==> src/rtl/fifo_pkt_reader.sv <==
// -----------------------------------------------------------------------------
// fifo_pkt_reader
//
// Pop-side consumer for the RAM/fall-through FIFOs. Reads length-prefixed
// packets from a FIFO pop interface, strips the header word, and presents
// the payload as a framed valid/ready stream with tlast. A 2-entry output
// buffer absorbs downstream backpressure, so a FIFO word is only popped when
// there is already a place to put it.
//
// Parameters
//   WIDTH      data width, equal to the upstream FIFO width
//   LEN_WIDTH  header length field width (LEN_WIDTH <= WIDTH)
//   CNT_WIDTH  width of the packet and error counters
//
// Ports
//   clk           clock
//   rst           synchronous active-high reset
//   fifo_valid    FIFO head word valid
//   fifo_data     FIFO head word
//   fifo_pop      pop FIFO head (only asserted together with fifo_valid)
//   tvalid        output beat valid
//   tdata         output beat data
//   tlast         last beat of the packet
//   tready        downstream accepts the beat
//   busy          in PAYLOAD state or output buffer non-empty
//   pkt_cnt       packets fully emitted (tlast accepted), wraps
//   err_cnt       zero-length headers dropped, wraps
//   err_zero_len  one-cycle pulse after a zero-length header is consumed
// -----------------------------------------------------------------------------
module fifo_pkt_reader #(
    parameter int WIDTH     = 32,
    parameter int LEN_WIDTH = 16,
    parameter int CNT_WIDTH = 32
) (
    input  logic                 clk,
    input  logic                 rst,
    input  logic                 fifo_valid,
    input  logic [WIDTH-1:0]     fifo_data,
    output logic                 fifo_pop,
    output logic                 tvalid,
    output logic [WIDTH-1:0]     tdata,
    output logic                 tlast,
    input  logic                 tready,
    output logic                 busy,
    output logic [CNT_WIDTH-1:0] pkt_cnt,
    output logic [CNT_WIDTH-1:0] err_cnt,
    output logic                 err_zero_len
);

    typedef enum logic [0:0] {
        ST_HDR     = 1'b0,
        ST_PAYLOAD = 1'b1
    } state_t;

    localparam logic [LEN_WIDTH-1:0] LEN_ZERO = LEN_WIDTH'(0);
    localparam logic [LEN_WIDTH-1:0] LEN_ONE  = LEN_WIDTH'(1);
    localparam logic [CNT_WIDTH-1:0] CNT_ONE  = CNT_WIDTH'(1);

    state_t               state_r;
    state_t               state_nx_s;
    logic [LEN_WIDTH-1:0] remain_r;
    logic [LEN_WIDTH-1:0] remain_nx_s;
    logic [LEN_WIDTH-1:0] hdr_len_s;

    // Output buffer: entry 0 is always the head, entry 1 the tail when full.
    logic [WIDTH-1:0]     buf_data_r [2];
    logic [1:0]           buf_last_r;
    logic [1:0]           buf_cnt_r;
    logic [1:0]           buf_cnt_nx_s;

    logic                 tvalid_r;
    logic                 busy_r;
    logic [CNT_WIDTH-1:0] pkt_cnt_r;
    logic [CNT_WIDTH-1:0] err_cnt_r;
    logic                 err_zero_len_r;

    logic                 pop_s;
    logic                 push_s;
    logic                 push_last_s;
    logic                 xfer_s;
    logic                 zero_len_s;

    // Header bits above the length field carry no meaning for this block.
    logic                 unused_hdr_bits_s;
    assign unused_hdr_bits_s = ^fifo_data;

    assign hdr_len_s = fifo_data[LEN_WIDTH-1:0];

    // Next-state, pop and buffer-write decisions; only registered state and
    // fifo_valid feed fifo_pop, never tready.
    always_comb begin
        state_nx_s  = state_r;
        remain_nx_s = remain_r;
        pop_s       = 1'b0;
        push_s      = 1'b0;
        push_last_s = 1'b0;
        zero_len_s  = 1'b0;
        if (rst) begin
            pop_s = 1'b0;
        end else begin
            case (state_r)
                ST_HDR: begin
                    pop_s = fifo_valid;
                    if (fifo_valid) begin
                        if (hdr_len_s == LEN_ZERO) begin
                            zero_len_s = 1'b1;
                        end else begin
                            remain_nx_s = hdr_len_s;
                            state_nx_s  = ST_PAYLOAD;
                        end
                    end else begin
                        state_nx_s = ST_HDR;
                    end
                end
                ST_PAYLOAD: begin
                    pop_s = fifo_valid && (buf_cnt_r < 2'd2);
                    if (pop_s) begin
                        push_s      = 1'b1;
                        push_last_s = (remain_r == LEN_ONE);
                        remain_nx_s = remain_r - LEN_ONE;
                        if (remain_r == LEN_ONE) begin
                            state_nx_s = ST_HDR;
                        end else begin
                            state_nx_s = ST_PAYLOAD;
                        end
                    end else begin
                        state_nx_s = ST_PAYLOAD;
                    end
                end
                default: begin
                    state_nx_s  = ST_HDR;
                    remain_nx_s = LEN_ZERO;
                end
            endcase
        end
    end

    // Beat transfer and resulting buffer occupancy.
    always_comb begin
        xfer_s       = tvalid_r && tready;
        buf_cnt_nx_s = buf_cnt_r;
        case ({push_s, xfer_s})
            2'b10:   buf_cnt_nx_s = buf_cnt_r + 2'd1;
            2'b01:   buf_cnt_nx_s = buf_cnt_r - 2'd1;
            default: buf_cnt_nx_s = buf_cnt_r;
        endcase
    end

    assign fifo_pop = pop_s;

    // FSM state and remaining payload length.
    always_ff @(posedge clk) begin
        if (rst) begin
            state_r  <= ST_HDR;
            remain_r <= LEN_ZERO;
        end else begin
            state_r  <= state_nx_s;
            remain_r <= remain_nx_s;
        end
    end

    // Output buffer storage; a simultaneous write and transfer keeps order.
    always_ff @(posedge clk) begin
        if (rst) begin
            buf_data_r[0] <= {WIDTH{1'b0}};
            buf_data_r[1] <= {WIDTH{1'b0}};
            buf_last_r    <= 2'b00;
            buf_cnt_r     <= 2'd0;
        end else begin
            buf_cnt_r <= buf_cnt_nx_s;
            case ({push_s, xfer_s})
                2'b10: begin
                    if (buf_cnt_r == 2'd0) begin
                        buf_data_r[0] <= fifo_data;
                        buf_last_r[0] <= push_last_s;
                    end else begin
                        buf_data_r[1] <= fifo_data;
                        buf_last_r[1] <= push_last_s;
                    end
                end
                2'b01: begin
                    buf_data_r[0] <= buf_data_r[1];
                    buf_last_r[0] <= buf_last_r[1];
                end
                2'b11: begin
                    if (buf_cnt_r == 2'd1) begin
                        buf_data_r[0] <= fifo_data;
                        buf_last_r[0] <= push_last_s;
                    end else begin
                        buf_data_r[0] <= buf_data_r[1];
                        buf_last_r[0] <= buf_last_r[1];
                        buf_data_r[1] <= fifo_data;
                        buf_last_r[1] <= push_last_s;
                    end
                end
                default: begin
                    buf_last_r <= buf_last_r;
                end
            endcase
        end
    end

    // Registered status flags, computed from next-cycle state so they line
    // up exactly with the buffer and FSM registers.
    always_ff @(posedge clk) begin
        if (rst) begin
            tvalid_r       <= 1'b0;
            busy_r         <= 1'b0;
            err_zero_len_r <= 1'b0;
        end else begin
            tvalid_r       <= (buf_cnt_nx_s != 2'd0);
            busy_r         <= (state_nx_s == ST_PAYLOAD) || (buf_cnt_nx_s != 2'd0);
            err_zero_len_r <= zero_len_s;
        end
    end

    // Wrapping packet and error counters.
    always_ff @(posedge clk) begin
        if (rst) begin
            pkt_cnt_r <= {CNT_WIDTH{1'b0}};
            err_cnt_r <= {CNT_WIDTH{1'b0}};
        end else begin
            if (xfer_s && buf_last_r[0]) begin
                pkt_cnt_r <= pkt_cnt_r + CNT_ONE;
            end else begin
                pkt_cnt_r <= pkt_cnt_r;
            end
            if (zero_len_s) begin
                err_cnt_r <= err_cnt_r + CNT_ONE;
            end else begin
                err_cnt_r <= err_cnt_r;
            end
        end
    end

    assign tvalid       = tvalid_r;
    assign tdata        = buf_data_r[0];
    assign tlast        = buf_last_r[0];
    assign busy         = busy_r;
    assign pkt_cnt      = pkt_cnt_r;
    assign err_cnt      = err_cnt_r;
    assign err_zero_len = err_zero_len_r;

endmodule

==> config.mk <==
export PLATFORM = sky130hd
export DESIGN_NAME = fifo_pkt_reader
export DESIGN_NICKNAME = d
export VERILOG_FILES = /design/src/rtl/fifo_pkt_reader.sv
export SDC_FILE = /design/constraint.sdc
export NUM_CORES = 1
export LEC_CHECK = 0
export ABC_AREA = 1
export BUFFER_PORTS_ARGS = -buffer_cell sky130_fd_sc_hd__buf_2
export CAP_MARGIN = 20
export CORE_MARGIN = 8
export CORE_UTILIZATION = 55
export CTS_CLUSTER_DIAMETER = 200
export DETAILED_ROUTE_END_ITERATION = 8
export HOLD_SLACK_MARGIN = 0.05
export PLACE_DENSITY_LB_ADDON = 0.05
export SETUP_SLACK_MARGIN = 0.3
export SYNTH_ARGS = -nofsm -noshare
export SYNTH_HDL_FRONTEND = slang
export SYNTH_SLANG_ARGS = --single-unit
==> constraint.sdc <==
create_clock -name clk -period 8.85 [get_ports clk]
set_input_delay 0.4425 -clock clk [delete_from_list [all_inputs] [get_ports clk]]
set_output_delay 0.4425 -clock clk [all_outputs]
set_load 0.01 [all_outputs]
==> run_results.csv <==
group,metric,value,unit
status,status,"finished, final reports clean",
cts,clk_latency,430,ps
global_routing,grt_pass1_vias,7263,
synth,synth_top_family_by_area,"simple AND/OR/NAND/NOR gates",
cts,clockRootBuffer,"clkbuf_16",
min_path,hold_class,"input pin to flip-flop",
finish,fin_nets,1323,
cts,cts_setup_buffers,0,
critical_path,path_class,"flip-flop to flip-flop",
synth,yosys.area_share.simple,33.64,%
synth,syn-num-nets,1228,
sta,finalHoldViolations,0,
cts,clk_pin_slew,60,ps
sta,tns,0,ps
global_routing,grt_max_degree,58,
synth,synth_flop_cell,"dfxtp_1",
finish,fin_cells,1478,
cts,clock_sinks,152,
floorplanning,start_util,56.07,%
placed_design,place_hpwl,15120,um
detailed_routing,drc_errors,0,
synth,syn-instance-count,1182,
synth,synth-compound-area-share,11.11,%
cts,post_cts_resized,0,
placed_design,io_buffers,136,
detailed_routing,drt.antenna.violating_nets,0,
critical_path,cp.required,9120,ps
cts,cts_buffer_depth,2,
floorplanning,placement_rows,45,
sta,period_minus_slack,3118,ps
critical_path,worst_path_largest_cell_delay,830,ps
job,drv_cap,0,
synth,syn_area_per_cell,7.184,um^2
synth,ys_ff_latch,152,
synth,async_reset_ff_share,0,%
sta,fin_skew,8.676,ps
detailed_routing,routed_wl,21550,um
synth,synth_top_area_share,22.63,%
placed_design,gp_congestion,0.8921,
critical_path,path_cells,"nand2_1 -> nor2_1 -> ha_1 -> nand2_1 -> buf_4 -> inv_1 -> o21ai_0 -> o21ai_0",
sta,rsz0062_at_grt,"false",
floorplanning,die_height,140.3,um
floorplanning,ios,137,
global_routing,grt.overflow.total,0,
critical_path,reg2reg_slack,5730,ps
cts,cts_made_buffers,17,
cts,htreeDepth,4,
sta,slew-limit-headroom,32.33,%
synth,ys_seq_area_share,43.38,%
finish,diodes,0,
detailed_routing,drt_iter0_drc,631,
cts,cts_tree,"done",
synth,synth_common_cells,"311 x nand2_1, 202 x nor2_1, 88 x dfxtp_1",
synth,synth_edf_count,64,
global_routing,track_usage,21.80,%
critical_path,crit_path_top_delay_cell,"dfxtp_1",
placed_design,place_inst,1446,
synth,synth_area,8492,um^2
finish,fillers,1435,
finish,area_growth,13.22,%
synth,muxShareOfSynthArea,0.1179,%
floorplanning,core_area,15150,um^2
pwr,leakagePower,3.950,nW
synth,yosys.area_share.adder,1.473,%
critical_path,crit_fanout,34,
sta,tightest_slew,1014,ps
floorplanning,die_w,140.3,um
synth,synth_xor_area_share,1.238,%
detailed_routing,viasPerCell,5.341,
floorplanning,die-area,19670,um^2
global_routing,grt_pass1_wl,35220,um
pwr,peakVddDrop,0.0001382,V
sta,slew_viol_final,0,
synth,ys_top_cells_by_area,"edfxtp_1 23%, dfxtp_1 21%, nand2_1 14%",
sta,whs,319.3,ps
critical_path,crit_arrival,3390,ps
finish,layout-drive-gt1-share,15.81,%
cts,cts_hold_buf,0,
sta,setup-violations-final,0,
synth,synth_cell_types,42,
global_routing,grt_antenna_before_repair,1,
detailed_routing,dr.pass1.iters,5,
synth,yosys.cell_count.top_type,"nand2_1",
synth,synth_top_cell_by_area,"edfxtp_1",
critical_path,cp-start-kind,"flip-flop",
detailed_routing,wl_per_cell,14.58,um
critical_path,cp-end-kind,"flip-flop",
sta,period_share,35.23,%
detailed_routing,vias,7894,
pwr,powerDensity,166.7,nW/um^2
synth,ys.warnings.count,0,
finish,postLayoutCoreUtil,63.48,%
sta,timing.fmax,320.7,MHz
-- state kept, by name (all words and copies together), names as in the netlist --
| name | cells |
|---|---|
| buf_cnt_r | 2 |
| state_r | 1 |
| pkt_cnt | 32 |
| err_zero_len | 1 |
| err_cnt | 32 |
| busy | 1 |
| remain_r | 16 |
| tvalid | 1 |
| buf_data_r | 64 |
| buf_last_r | 2 |
-- final timing paths --
check,startpoint,to,depth (start not counted)
setup reg to reg,state_r$_SDFF_PP0_,buf_data_r[0][25]$_DFFE_PP_,8
setup / recovery,state_r$_SDFF_PP0_,buf_data_r[0][25]$_DFFE_PP_,8
hold reg to reg,buf_last_r[1]$_SDFFE_PP0P_,buf_last_r[1]$_SDFFE_PP0P_,2
hold / removal,fifo_data[22],buf_data_r[0][54]$_DFFE_PP_,3
-- power breakdown --
| part | switching [mW] | internal [mW] |
|---|---|---|
| Sequential | 0.0153 | 0.753 |
| Clock | 0.279 | 0.425 |
| Combinational | 0.0874 | 0.0425 |
-- layout by cell type, fill, tap and decap left out, types with 2 or more instances in the layout --
| master | netlist | final |
|---|---|---|
| nor3_1 | 17 | 17 |
| nor2_2 | 13 | 13 |
| nor2_1 | 202 | 201 |
| o21ai_1 | 24 | 24 |
| clkbuf_1 | 22 | 3 |
| dfxtp_1 | 88 | 88 |
| edfxtp_1 | 64 | 64 |
| xor2_1 | 7 | 7 |
| nand2_1 | 311 | 311 |
| nand2_2 | 5 | 5 |
| nand3_1 | 80 | 80 |
| nand3b_1 | 11 | 11 |
| buf_4 | 32 | 8 |
| a21oi_1 | 60 | 60 |
| inv_1 | 86 | 85 |
| buf_2 | 6 | 136 |
| nand4_1 | 15 | 15 |
| o21ai_0 | 87 | 87 |
| clkbuf_8 | 0 | 2 |
| a31oi_1 | 4 | 4 |
| clkbuf_16 | 0 | 17 |
| o21a_1 | 4 | 4 |
| nand3_2 | 4 | 4 |
| ha_1 | 10 | 10 |
| clkinvlp_4 | 0 | 3 |
| clkinv_1 | 1 | 6 |
| nor2_4 | 3 | 4 |
| clkinv_2 | 1 | 2 |
| xnor2_1 | 5 | 5 |
| bufinv_16 | 0 | 2 |
-- cell type report --
type                       instances  area [um^2]  area share [%]
tap                              188        235.2           2.447
clock buffer                      22        464.2           4.828
multi-input combinational        873         4053           42.15
clock inverter                    10        102.6           1.067
inverter                          89        335.3           3.488
timing repair buffer             144        740.7           7.704
sequential                       152         3684           38.31
-- stage by stage --
stage / cell area, um^2 / total power, mW / worst slack (ps)
after global placement: 9047 / 0.9110 / 5765
after floorplan: 8492 / 0.8770 / 5494
after CTS: 9614 / 1.611 / 5738
after global routing: 9614 / 1.656 / 5431
final: 9614 / 1.602 / 5732
after detailed placement: 9047 / 0.9120 / 5721
-- cells by family (layout without fill, tap and decap cells) --
group / after synthesis / in the layout
multiplexers: 1 / 1
XOR/XNOR: 12 / 12
AND/OR/NAND/NOR: 667 / 667
flip-flops: 152 / 152
AO/OA/AOI/OAI: 183 / 183
adder cells (fa/ha/maj): 10 / 10
buffers and inverters: 157 / 265
-- metal layers --
layer / global-route usage (%) / vias to the layer above / share of wire (%)
li1: - / 4042 / -
met1: 27.20 / 3626 / 46
met2: 36.39 / 197 / 47
met3: 6.014 / 27 / 6.1
met4: 5.714 / 2 / 1.3
met5: 0 / - / 0.046
-- worst max-delay path: cells and delay by family, from the launching register on --
kind / cells / cell delay, ps
AND/OR/NAND/NOR: 3 / 510
adder cells (fa/ha/maj): 1 / 220
flip-flops: 1 / 830
AO/OA/AOI/OAI: 2 / 350
buffers and inverters: 2 / 1020
Note: power is estimated with default switching activity, not from simulation.
